--- src/rtl/pipeline_ctrl_if.sv ---
// rtl/pipeline_ctrl_if.sv - stall/exception request and pipeline control bundle
interface pipeline_ctrl_if;
  logic        stallreq_id;
  logic        stallreq_ex;
  logic        stallreq_mem;
  logic [31:0] excepttype_i;
  logic [31:0] cp0_epc_i;
  logic        cnt_clr;
  logic [5:0]  stall;
  logic        flush;
  logic [31:0] new_pc;
  logic [31:0] stall_cycles;
  logic [15:0] exc_count;

  modport master (
    output stallreq_id, stallreq_ex, stallreq_mem, excepttype_i, cp0_epc_i, cnt_clr,
    input  stall, flush, new_pc, stall_cycles, exc_count
  );

  modport slave (
    input  stallreq_id, stallreq_ex, stallreq_mem, excepttype_i, cp0_epc_i, cnt_clr,
    output stall, flush, new_pc, stall_cycles, exc_count
  );
endinterface

--- src/rtl/pipeline_ctrl.sv ---
// rtl/pipeline_ctrl.sv - stall merge, exception entry sequencing and debug counters
module pipeline_ctrl #(
  parameter int unsigned FLUSH_CYCLES = 1,
  parameter logic [31:0] EXC_VECTOR   = 32'h00000040,
  parameter logic [31:0] INT_VECTOR   = 32'h00000020
) (
  input logic            clk,
  input logic            rst,
  pipeline_ctrl_if.slave bus
);

  typedef enum logic [1:0] {ST_RUN, ST_FREEZE, ST_FLUSH} state_t;

  localparam logic [3:0]  FLUSH_LOAD = 4'(FLUSH_CYCLES - 1);
  localparam logic [31:0] CODE_INT   = 32'h00000001;
  localparam logic [31:0] CODE_ERET  = 32'h0000000e;

  state_t      r_state;
  state_t      w_state_nxt;
  logic [3:0]  r_flush_cnt;
  logic [3:0]  w_flush_cnt_nxt;
  logic [31:0] r_new_pc;
  logic [31:0] r_stall_cycles;
  logic [15:0] r_exc_count;
  logic [5:0]  w_stall;
  logic        w_flush;
  logic        w_exc_take;

  // Next-state and output decode; reset forces the pipeline controls low
  always_comb begin
    w_state_nxt     = r_state;
    w_flush_cnt_nxt = r_flush_cnt;
    w_stall         = 6'b000000;
    w_flush         = 1'b0;
    w_exc_take      = 1'b0;
    case (r_state)
      ST_RUN: begin
        if (bus.excepttype_i != 32'd0) begin
          // Exception wins over every stall source, including a pending bus wait
          w_stall     = 6'b111111;
          w_exc_take  = 1'b1;
          w_state_nxt = ST_FREEZE;
        end else if (bus.stallreq_mem) begin
          w_stall = 6'b011111;
        end else if (bus.stallreq_ex) begin
          w_stall = 6'b001111;
        end else if (bus.stallreq_id) begin
          w_stall = 6'b000111;
        end
      end
      ST_FREEZE: begin
        // One quiet cycle so CP0 can commit EPC/Cause before the squash
        w_stall         = 6'b111111;
        w_flush_cnt_nxt = FLUSH_LOAD;
        w_state_nxt     = ST_FLUSH;
      end
      ST_FLUSH: begin
        w_flush = 1'b1;
        if (r_flush_cnt == 4'd0) begin
          w_state_nxt = ST_RUN;
        end else begin
          w_flush_cnt_nxt = r_flush_cnt - 4'd1;
        end
      end
      default: w_state_nxt = ST_RUN;
    endcase
    if (rst) begin
      w_stall = 6'b000000;
      w_flush = 1'b0;
    end
  end

  // State and flush-length counter
  always_ff @(posedge clk) begin
    if (rst) begin
      r_state     <= ST_RUN;
      r_flush_cnt <= 4'd0;
    end else begin
      r_state     <= w_state_nxt;
      r_flush_cnt <= w_flush_cnt_nxt;
    end
  end

  // Redirect target captured on exception entry, held until the next entry
  always_ff @(posedge clk) begin
    if (rst) begin
      r_new_pc <= 32'd0;
    end else if (w_exc_take) begin
      if (bus.excepttype_i == CODE_INT) begin
        r_new_pc <= INT_VECTOR;
      end else if (bus.excepttype_i == CODE_ERET) begin
        r_new_pc <= bus.cp0_epc_i;
      end else begin
        r_new_pc <= EXC_VECTOR;
      end
    end
  end

  // Debug counters: clear beats increment; stall count saturates, entry count wraps
  always_ff @(posedge clk) begin
    if (rst || bus.cnt_clr) begin
      r_stall_cycles <= 32'd0;
      r_exc_count    <= 16'd0;
    end else begin
      if (w_exc_take) begin
        r_exc_count <= r_exc_count + 16'd1;
      end
      if ((r_state == ST_RUN) && !w_exc_take && w_stall[0] &&
          (r_stall_cycles != 32'hFFFFFFFF)) begin
        r_stall_cycles <= r_stall_cycles + 32'd1;
      end
    end
  end

  assign bus.stall        = w_stall;
  assign bus.flush        = w_flush;
  assign bus.new_pc       = r_new_pc;
  assign bus.stall_cycles = r_stall_cycles;
  assign bus.exc_count    = r_exc_count;

endmodule

--- src/flat_wrapper.sv ---
// flat-port wrapper written by rule: the top's interface ports become plain ports
module pipeline_ctrl_flat 
#(
  parameter int unsigned FLUSH_CYCLES = 1,
  parameter logic [31:0] EXC_VECTOR   = 32'h00000040,
  parameter logic [31:0] INT_VECTOR   = 32'h00000020
)
  (clk, rst, bus_stallreq_id, bus_stallreq_ex, bus_stallreq_mem, bus_excepttype_i, bus_cp0_epc_i, bus_cnt_clr, bus_stall, bus_flush, bus_new_pc, bus_stall_cycles, bus_exc_count);
  pipeline_ctrl_if bus_i ();
  input logic clk;
  input logic rst;
  input wire logic [$bits(bus_i.stallreq_id)-1:0] bus_stallreq_id;
  input wire logic [$bits(bus_i.stallreq_ex)-1:0] bus_stallreq_ex;
  input wire logic [$bits(bus_i.stallreq_mem)-1:0] bus_stallreq_mem;
  input wire logic [$bits(bus_i.excepttype_i)-1:0] bus_excepttype_i;
  input wire logic [$bits(bus_i.cp0_epc_i)-1:0] bus_cp0_epc_i;
  input wire logic [$bits(bus_i.cnt_clr)-1:0] bus_cnt_clr;
  output wire logic [$bits(bus_i.stall)-1:0] bus_stall;
  output wire logic [$bits(bus_i.flush)-1:0] bus_flush;
  output wire logic [$bits(bus_i.new_pc)-1:0] bus_new_pc;
  output wire logic [$bits(bus_i.stall_cycles)-1:0] bus_stall_cycles;
  output wire logic [$bits(bus_i.exc_count)-1:0] bus_exc_count;
  assign bus_i.stallreq_id = bus_stallreq_id;
  assign bus_i.stallreq_ex = bus_stallreq_ex;
  assign bus_i.stallreq_mem = bus_stallreq_mem;
  assign bus_i.excepttype_i = bus_excepttype_i;
  assign bus_i.cp0_epc_i = bus_cp0_epc_i;
  assign bus_i.cnt_clr = bus_cnt_clr;
  assign bus_stall = bus_i.stall;
  assign bus_flush = bus_i.flush;
  assign bus_new_pc = bus_i.new_pc;
  assign bus_stall_cycles = bus_i.stall_cycles;
  assign bus_exc_count = bus_i.exc_count;
  pipeline_ctrl #(.FLUSH_CYCLES(FLUSH_CYCLES), .EXC_VECTOR(EXC_VECTOR), .INT_VECTOR(INT_VECTOR)) u_core (.clk(clk), .rst(rst), .bus(bus_i));
endmodule
--- config.mk ---
export PLATFORM = sky130hd
export DESIGN_NAME = pipeline_ctrl_flat
export DESIGN_NICKNAME = d
export VERILOG_FILES = /design/src/rtl/pipeline_ctrl_if.sv /design/src/rtl/pipeline_ctrl.sv /design/src/flat_wrapper.sv
export SDC_FILE = /design/constraint.sdc
export NUM_CORES = 1
export LEC_CHECK = 0
export ABC_CLOCK_PERIOD_IN_PS = 3400
export CAP_MARGIN = 20
export CORE_MARGIN = 4
export CORE_UTILIZATION = 43
export DETAILED_ROUTE_END_ITERATION = 10
export PLACE_DENSITY = 0.78
export RECOVER_POWER = 50
export SYNTH_ARGS = -nofsm -noshare
export SYNTH_HDL_FRONTEND = slang
export SYNTH_SLANG_ARGS = --single-unit
--- constraint.sdc ---
create_clock -name clk -period 3.4 [get_ports clk]
set_clock_uncertainty 0.1 [all_clocks]
set_input_delay 0.68 -clock clk [delete_from_list [all_inputs] [get_ports clk]]
set_output_delay 0.68 -clock clk [all_outputs]
set_load 0.01 [all_outputs]
# ---- Word-level counts from Yosys, hierarchy flattened
# Index checks and enable logic that the tools add are counted.
dict set report word_totals {
  regBits 86
  input_bits 70
}
dict set report classes {
  add_sub_neg 3
  n_eq_ne 8
  muxes 17
  reduce_logical 11
}
# op n
set op_table {}
lappend op_table {{2-to-1 mux 32 bit} 2}
lappend op_table {{adder 32 x 1 -> 32 bit (second input constant)} 1}
lappend op_table {{== test 32 x 1 -> 1 bit (second input constant)} 1}
lappend op_table {{== test 32 x 4 -> 1 bit (second input constant)} 1}
lappend op_table {{inequality test 32 bit (second input constant)} 1}
lappend op_table {{nonzero test 32 bit} 1}
lappend op_table {{2-to-1 mux 6 bit} 4}
lappend op_table {{adder 16 x 1 -> 16 bit (second input constant)} 1}
lappend op_table {{case mux 6 bit (2 select lines)} 1}
lappend op_table {{case mux 4 bit (2 select lines)} 1}
lappend op_table {{case mux 2 bit (3 select lines)} 1}
lappend op_table {{zero test 4 bit} 1}
lappend op_table {{2-to-1 mux 1 bit} 4}
lappend op_table {{2-to-1 mux 2 bit} 2}
lappend op_table {{2-to-1 mux 4 bit} 1}
lappend op_table {{inequality test 2 x 1 -> 1 bit (second input constant)} 2}
lappend op_table {{AND reduction 2 bit} 2}
lappend op_table {{subtractor 4 x 1 -> 4 bit (second input constant)} 1}
lappend op_table {{logical AND 1 bit} 3}
lappend op_table {{2-to-1 mux 3 bit} 1}
lappend op_table {{== test 2 x 1 -> 1 bit (second input constant)} 1}
lappend op_table {{== test 2 bit (second input constant)} 1}
lappend op_table {{zero test 2 bit} 1}
lappend op_table {{inequality test 2 bit (second input constant)} 1}
lappend op_table {{3 further kinds} 3}

# ---- Longest topological paths before layout
dict set report logic_depth {
  depth_word 8
  depth_mapped 8
  mapped_depth_nobuf 7
}

# ---- Worst setup path after synthesis
# Ideal clock, no wire load.
dict set report synth_timing {
  path_type {input -> register}
  from {input bus_excepttype_i[0]}
  to {register u_core.r_stall_cycles[21] (netlist: u_core.bus.stall_cycles[21])}
  setup_time_ns 0.070
  arrival_time_ns 2.787
  required_ns 3.230
  slack_ns 0.442
  cell_stages 8
  n_path_buf 2
  cell_sequence {or4_1 -> clkbuf_1 -> or4_4 -> nor3_4 -> nand3_1 -> buf_2 -> or3_1 -> a21oi_1}
}
dict set report synth_via {
  elab_chain_len 7
  word_cells_on_any_way 10
  classes_between {mux: 5; reduce/logical: 5}
}
# element line
set synth_rtl {}
lappend synth_rtl {{from (decl)} flat_wrapper.sv:15} ;# input wire logic [$bits(bus_i.excepttype_i)-1:0] bus_excepttype_i;
lappend synth_rtl {{nonzero test 32 bit *} pipeline_ctrl.sv:38} ;# if (bus.excepttype_i != 32'd0) begin
lappend synth_rtl {{parallel branches: the longest is 4 deep, another holds 2-to-1 mux 6 bit} --}
lappend synth_rtl {{logical AND 1 bit * (2 in a row)} pipeline_ctrl.sv:108} ;# if ((r_state == ST_RUN) && !w_exc_take && w_stall[0] &&
lappend synth_rtl {{to (signal assigned)} pipeline_ctrl.sv:110} ;# r_stall_cycles <= r_stall_cycles + 32'd1;
lappend synth_rtl {{to (decl)} pipeline_ctrl.sv:23} ;# logic [31:0] r_stall_cycles;
# Mark *: on every way between the ends.
# A chain may end at the register's enable or synchronous reset.

# ---- Final worst setup path
dict set report layout_timing {
  from {input bus_excepttype_i[8]}
  to {register u_core.r_new_pc[5] (netlist: u_core.bus.new_pc[5])}
}
dict set report layout_via {
  elab_chain_len 3
  word_cells_on_any_way 7
  classes_between {eq/ne: 2; mux: 4; reduce/logical: 1}
}
# element line
set layout_rtl {}
lappend layout_rtl {{== test 32 x 4 -> 1 bit or nonzero test 32 bit (tied branches)} {pipeline_ctrl.sv:91, pipeline_ctrl.sv:38}}
lappend layout_rtl {{2-to-1 mux 32 bit or 2-to-1 mux 1 bit (tied branches)} {pipeline_ctrl.sv:91, pipeline_ctrl.sv:38}}
lappend layout_rtl {{2-to-1 mux 32 bit or 2-to-1 mux 1 bit (tied branches)} {pipeline_ctrl.sv:89, pipeline_ctrl.sv:36}}
lappend layout_rtl {{to (signal assigned)} pipeline_ctrl.sv:92} ;# r_new_pc <= bus.cp0_epc_i;
lappend layout_rtl {{to (decl)} pipeline_ctrl.sv:22} ;# logic [31:0] r_new_pc;
# Parallel ways exist; a longest one is shown, timed or not.

==> flow_metrics.py <==
metrics = {
    "detailed_routing": {
        "ant_nets": 0,
        "dr.pass1.iters": 5,
        "drc_errors": 0,
        "vias": 3892,
        "avgRoutedWirePerCell_um": 15.6,
        "drt_iter0_drc": 92,
        "detail_route.vias_per_cell": 5.49,
        "drt-total-wl_um": 11100,
    },
    "floorplanning": {
        "core-area_um2": 8300,
        "core.rowCount": 33,
        "ios": 157,
        "fp.dieArea_um2": 10100,
        "fp.dieH_um": 101,
        "start_util_pct": 44.5,
        "die_w_um": 101,
    },
    "power_and_ir_drop": {
        "power_frac_seq_pct": 52.5,
        "p_leak_nw": 2.33,
        "p_sw_w": 0.000466,
        "total_power_w": 0.00195,
        "ir_drop_uv": 165,
        "p_per_area_nw_per_um2": 335,
        "power.internal_w": 0.00148,
        "power_frac_clock_pct": 38.5,
        "p_sw_share_pct": 24.0,
        "combPwrFrac_pct": 9.1,
    },
    "sta": {
        "setup_slack_ps": 24.3,
        "rsz0062_at_grt": "yes",
        "clock.fmax_mhz": 296,
        "finalCriticalPeriod_ps": 3380,
        "worst_pin_slew_ps": 551,
        "maxSlewViolCount": 0,
        "fin_crit_sh_pct": 99.3,
        "finalSetupViolations": 0,
        "relSlewSlack_pct": 63.1,
        "hold_violations": 0,
    },
    "yosys": {
        "synth_xor_area_share_pct": 7.11,
        "postSynthCellCount": 416,
        "synth_area_per_cell_um2": 8.88,
        "synth_compound_area_share_pct": 14.5,
        "synth.area.mux_share_pct": 0.847,
        "synth.net_count": 489,
        "ys_warn_count": 0,
        "ys_seq_elements": 86,
        "synth_adder_area_share_pct": 1.02,
        "synth_area_leaders": "dfxtp_1 (47%), a22o_1 (7.1%), nor2_1 (5.1%), xor2_1 (4.0%), nand4_1 (3.9%)",
        "netlist.top_cell.by_area": "dfxtp_1",
        "synth_cell_types": 40,
        "synth_top_cell_area_share_pct": 46.6,
        "synth_top_family_by_area": "simple AND/OR/NAND/NOR gates",
        "syn-cell-area_um2": 3690,
        "yosysSeqAreaShare_pct": 46.6,
        "synth_simple_gate_area_share_pct": 26.5,
    },
    "clocking": {
        "worstSkewPairLatency_ps": 360,
        "cts_buffer_depth": 2,
        "root_buffer": "clkbuf_8",
        "cts_inserted_buffers": 9,
        "h-tree-depth": 3,
        "clock_sinks": 86,
        "cts_tree": "yes",
        "clk_pin_slew_ps": 90,
    },
    "global_routing": {
        "grt_usage_pct": 21.1,
        "grt_max_degree": 31,
        "grt_pass1_vias": 3787,
        "grt-ovfl-total": 0,
        "antenna_found_initial": 0,
        "grt_first_pass_wirelength_um": 17400,
    },
    "finish": {
        "finalNetCount": 672,
        "area_growth_pct": 57.2,
        "most-common-layout-cells": "dfxtp_1 (86), dlygate4sd3_1 (79), clkdlybuf4s50_1 (71)",
        "final_layout_size_suffix_gt1_share_pct": 11.1,
        "layout_commonest_cell": "dfxtp_1",
        "stdcell_area_um2": 5810,
        "n_antenna_cell": 0,
    },
    "placement": {
        "gp_congestion": 0.822,
        "dp_hpwl_um": 8260,
        "post_dp_cell_area_um2": 5480,
        "portBuffers": 156,
        "preCtsSetupSlack_ps": -292,
    },
    "setup_path": {
        "crit_path_start_kind": "primary input",
        "cp.arrival_ps": 3520,
        "cp_max_fo": 2,
        "path_buf_inv": 16,
        "critical_path.cell_chain": "clkdlybuf4s50_1 > nor4_1 > nand4_1 > nor2_2 > buf_4 > buf_4 > buf_4 > buf_4 > buf_4 > buf_4 > buf_4 > buf_4 > buf_4 > buf_4 > buf_4 > buf_4 > buf_4 > buf_4 > buf_4 > a21oi_2 > nor3_1",
        "required_ps": 3550,
        "regToRegSetupSlack_ps": 830,
        "worst_path_max_delay_cell": "clkdlybuf4s50_1",
        "end_kind": "flop",
        "slowest_delay_ps": 480,
        "cpLargestDelayFamily": "buffers and inverters",
        "critPathMostFrequentCell": "buf_4",
        "criticalPathCategory": "in -> reg",
    },
    "outcome": {
        "status": "completed",
    },
    "min_path": {
        "hold_class": "reg -> reg",
    },
    "job": {
        "max-cap-violations": 0,
    },
}
## cell type report
| type | instances | area (um^2) |
|---|---|---|
| clock buffer | 10 | 138 |
| clock inverter | 6 | 67.6 |
| fill | 653 | 2490 |
| inverter | 11 | 41.3 |
| multi-input combinational | 299 | 1880 |
| sequential | 86 | 1720 |
| tap | 105 | 131 |
| timing repair buffer | 192 | 1820 |
## cell usage after synthesis
| cell type | instances |
|---|---|
| o21ai_0 | 12 |
| nor3b_1 | 1 |
| a21oi_1 | 24 |
| nor4_1 | 12 |
| o211ai_1 | 2 |
| or2_2 | 3 |
| buf_2 | 2 |
| o31a_1 | 1 |
| nand4_1 | 23 |
| or4_1 | 6 |
| nand3_1 | 18 |
| inv_1 | 11 |
| and2_1 | 2 |
| ha_1 | 3 |
| o32ai_1 | 2 |
| and4_1 | 4 |
| a21o_1 | 1 |
| nor3_1 | 14 |
| nor3_2 | 1 |
| xor2_1 | 17 |
| a22o_1 | 30 |
| nand4b_1 | 2 |
| or4_4 | 1 |
| nand3b_1 | 2 |
| o31ai_1 | 2 |
| mux2_2 | 1 |
| a31oi_1 | 2 |
| mux2i_1 | 2 |
| and3_1 | 6 |
| nand2b_1 | 1 |
| or3_1 | 13 |
| nor3_4 | 1 |
| and4b_1 | 1 |
| xnor2_1 | 13 |
| nand2_1 | 24 |
| buf_4 | 2 |
| o21a_1 | 2 |
| clkbuf_1 | 16 |
| dfxtp_1 | 86 |
| nor2_1 | 50 |
## layer usage
metal	share of wire [%]	vias up	wire, um	GRT usage (%)
met5	0	-	0	0
met2	50	134	5540	37.5
met3	8.9	17	986	6.78
li1	-	1886	-	-
met1	39	1855	4350	23.4
met4	1.8	0	204	7.46
## final timing paths
path,startpoint,endpoint,cells after the start
setup / recovery,bus_excepttype_i[8],u_core.bus.new_pc[5],21
hold / removal,u_core.bus.new_pc[21],u_core.bus.new_pc[21],1
setup reg to reg,u_core.bus.stall_cycles[13],u_core.bus.stall_cycles[13],7
hold reg to reg,u_core.bus.new_pc[21],u_core.bus.new_pc[21],1
## metrics by stage
| step | hold WS [ps] | TNS [ps] | cells | utilization [%] |
|---|---|---|---|---|
| after floorplan | 411 | 0 | 416 | - |
| after detailed placement | 368 | -1900 | 679 | 66.0 |
| after global routing | 397 | -157 | 709 | 70.0 |
| after CTS | 391 | 0 | 708 | 69.8 |
| after global placement | 363 | -1400 | 679 | 66.0 |
| final | 379 | 0 | 709 | 70.0 |
## flip-flops by register name (all words and copies together) (netlist names)
register                 cells
u_core.bus.exc_count        16
u_core.r_state               2
u_core.bus.stall_cycles     32
u_core.bus.new_pc           32
u_core.r_flush_cnt           4
## logic make-up (layout without fill, tap and decap cells)
kind of cell             Yosys count  in the layout
flip-flops                        86             86
multiplexers                       3              3
AO/OA/AOI/OAI                     78             78
XOR/XNOR                          30             30
AND/OR/NAND/NOR                  185            185
buffers and inverters             31            219
adder cells (fa/ha/maj)            3              3
## what timing repair did
item,CTS,global route
hold buffers,0,0
pin swaps,2,4
endpoints found under the setup margin,6,6
setup buffers,13,1
resized for setup,9,3
## power by group through the flow
stage | Combinational, W | Sequential [W] | Clock, W
after floorplan | 0.0000596 | 0.00104 | 0
after global placement | 0.000176 | 0.00104 | 0
after global routing | 0.000190 | 0.00102 | 0.000799
final | 0.000176 | 0.00102 | 0.000748
after CTS | 0.000176 | 0.00102 | 0.000758
after detailed placement | 0.000178 | 0.00104 | 0
## worst reg2reg max path: stages (launching register included)
cell,delay [ps]
dfxtp_1,440
nand4_1,200
nor4_1,510
nand3b_1,510
nand3_1,320
buf_4,190
xor2_1,150
nor2_1,50
No activity file was read; power rests on OpenSTA's default activity.
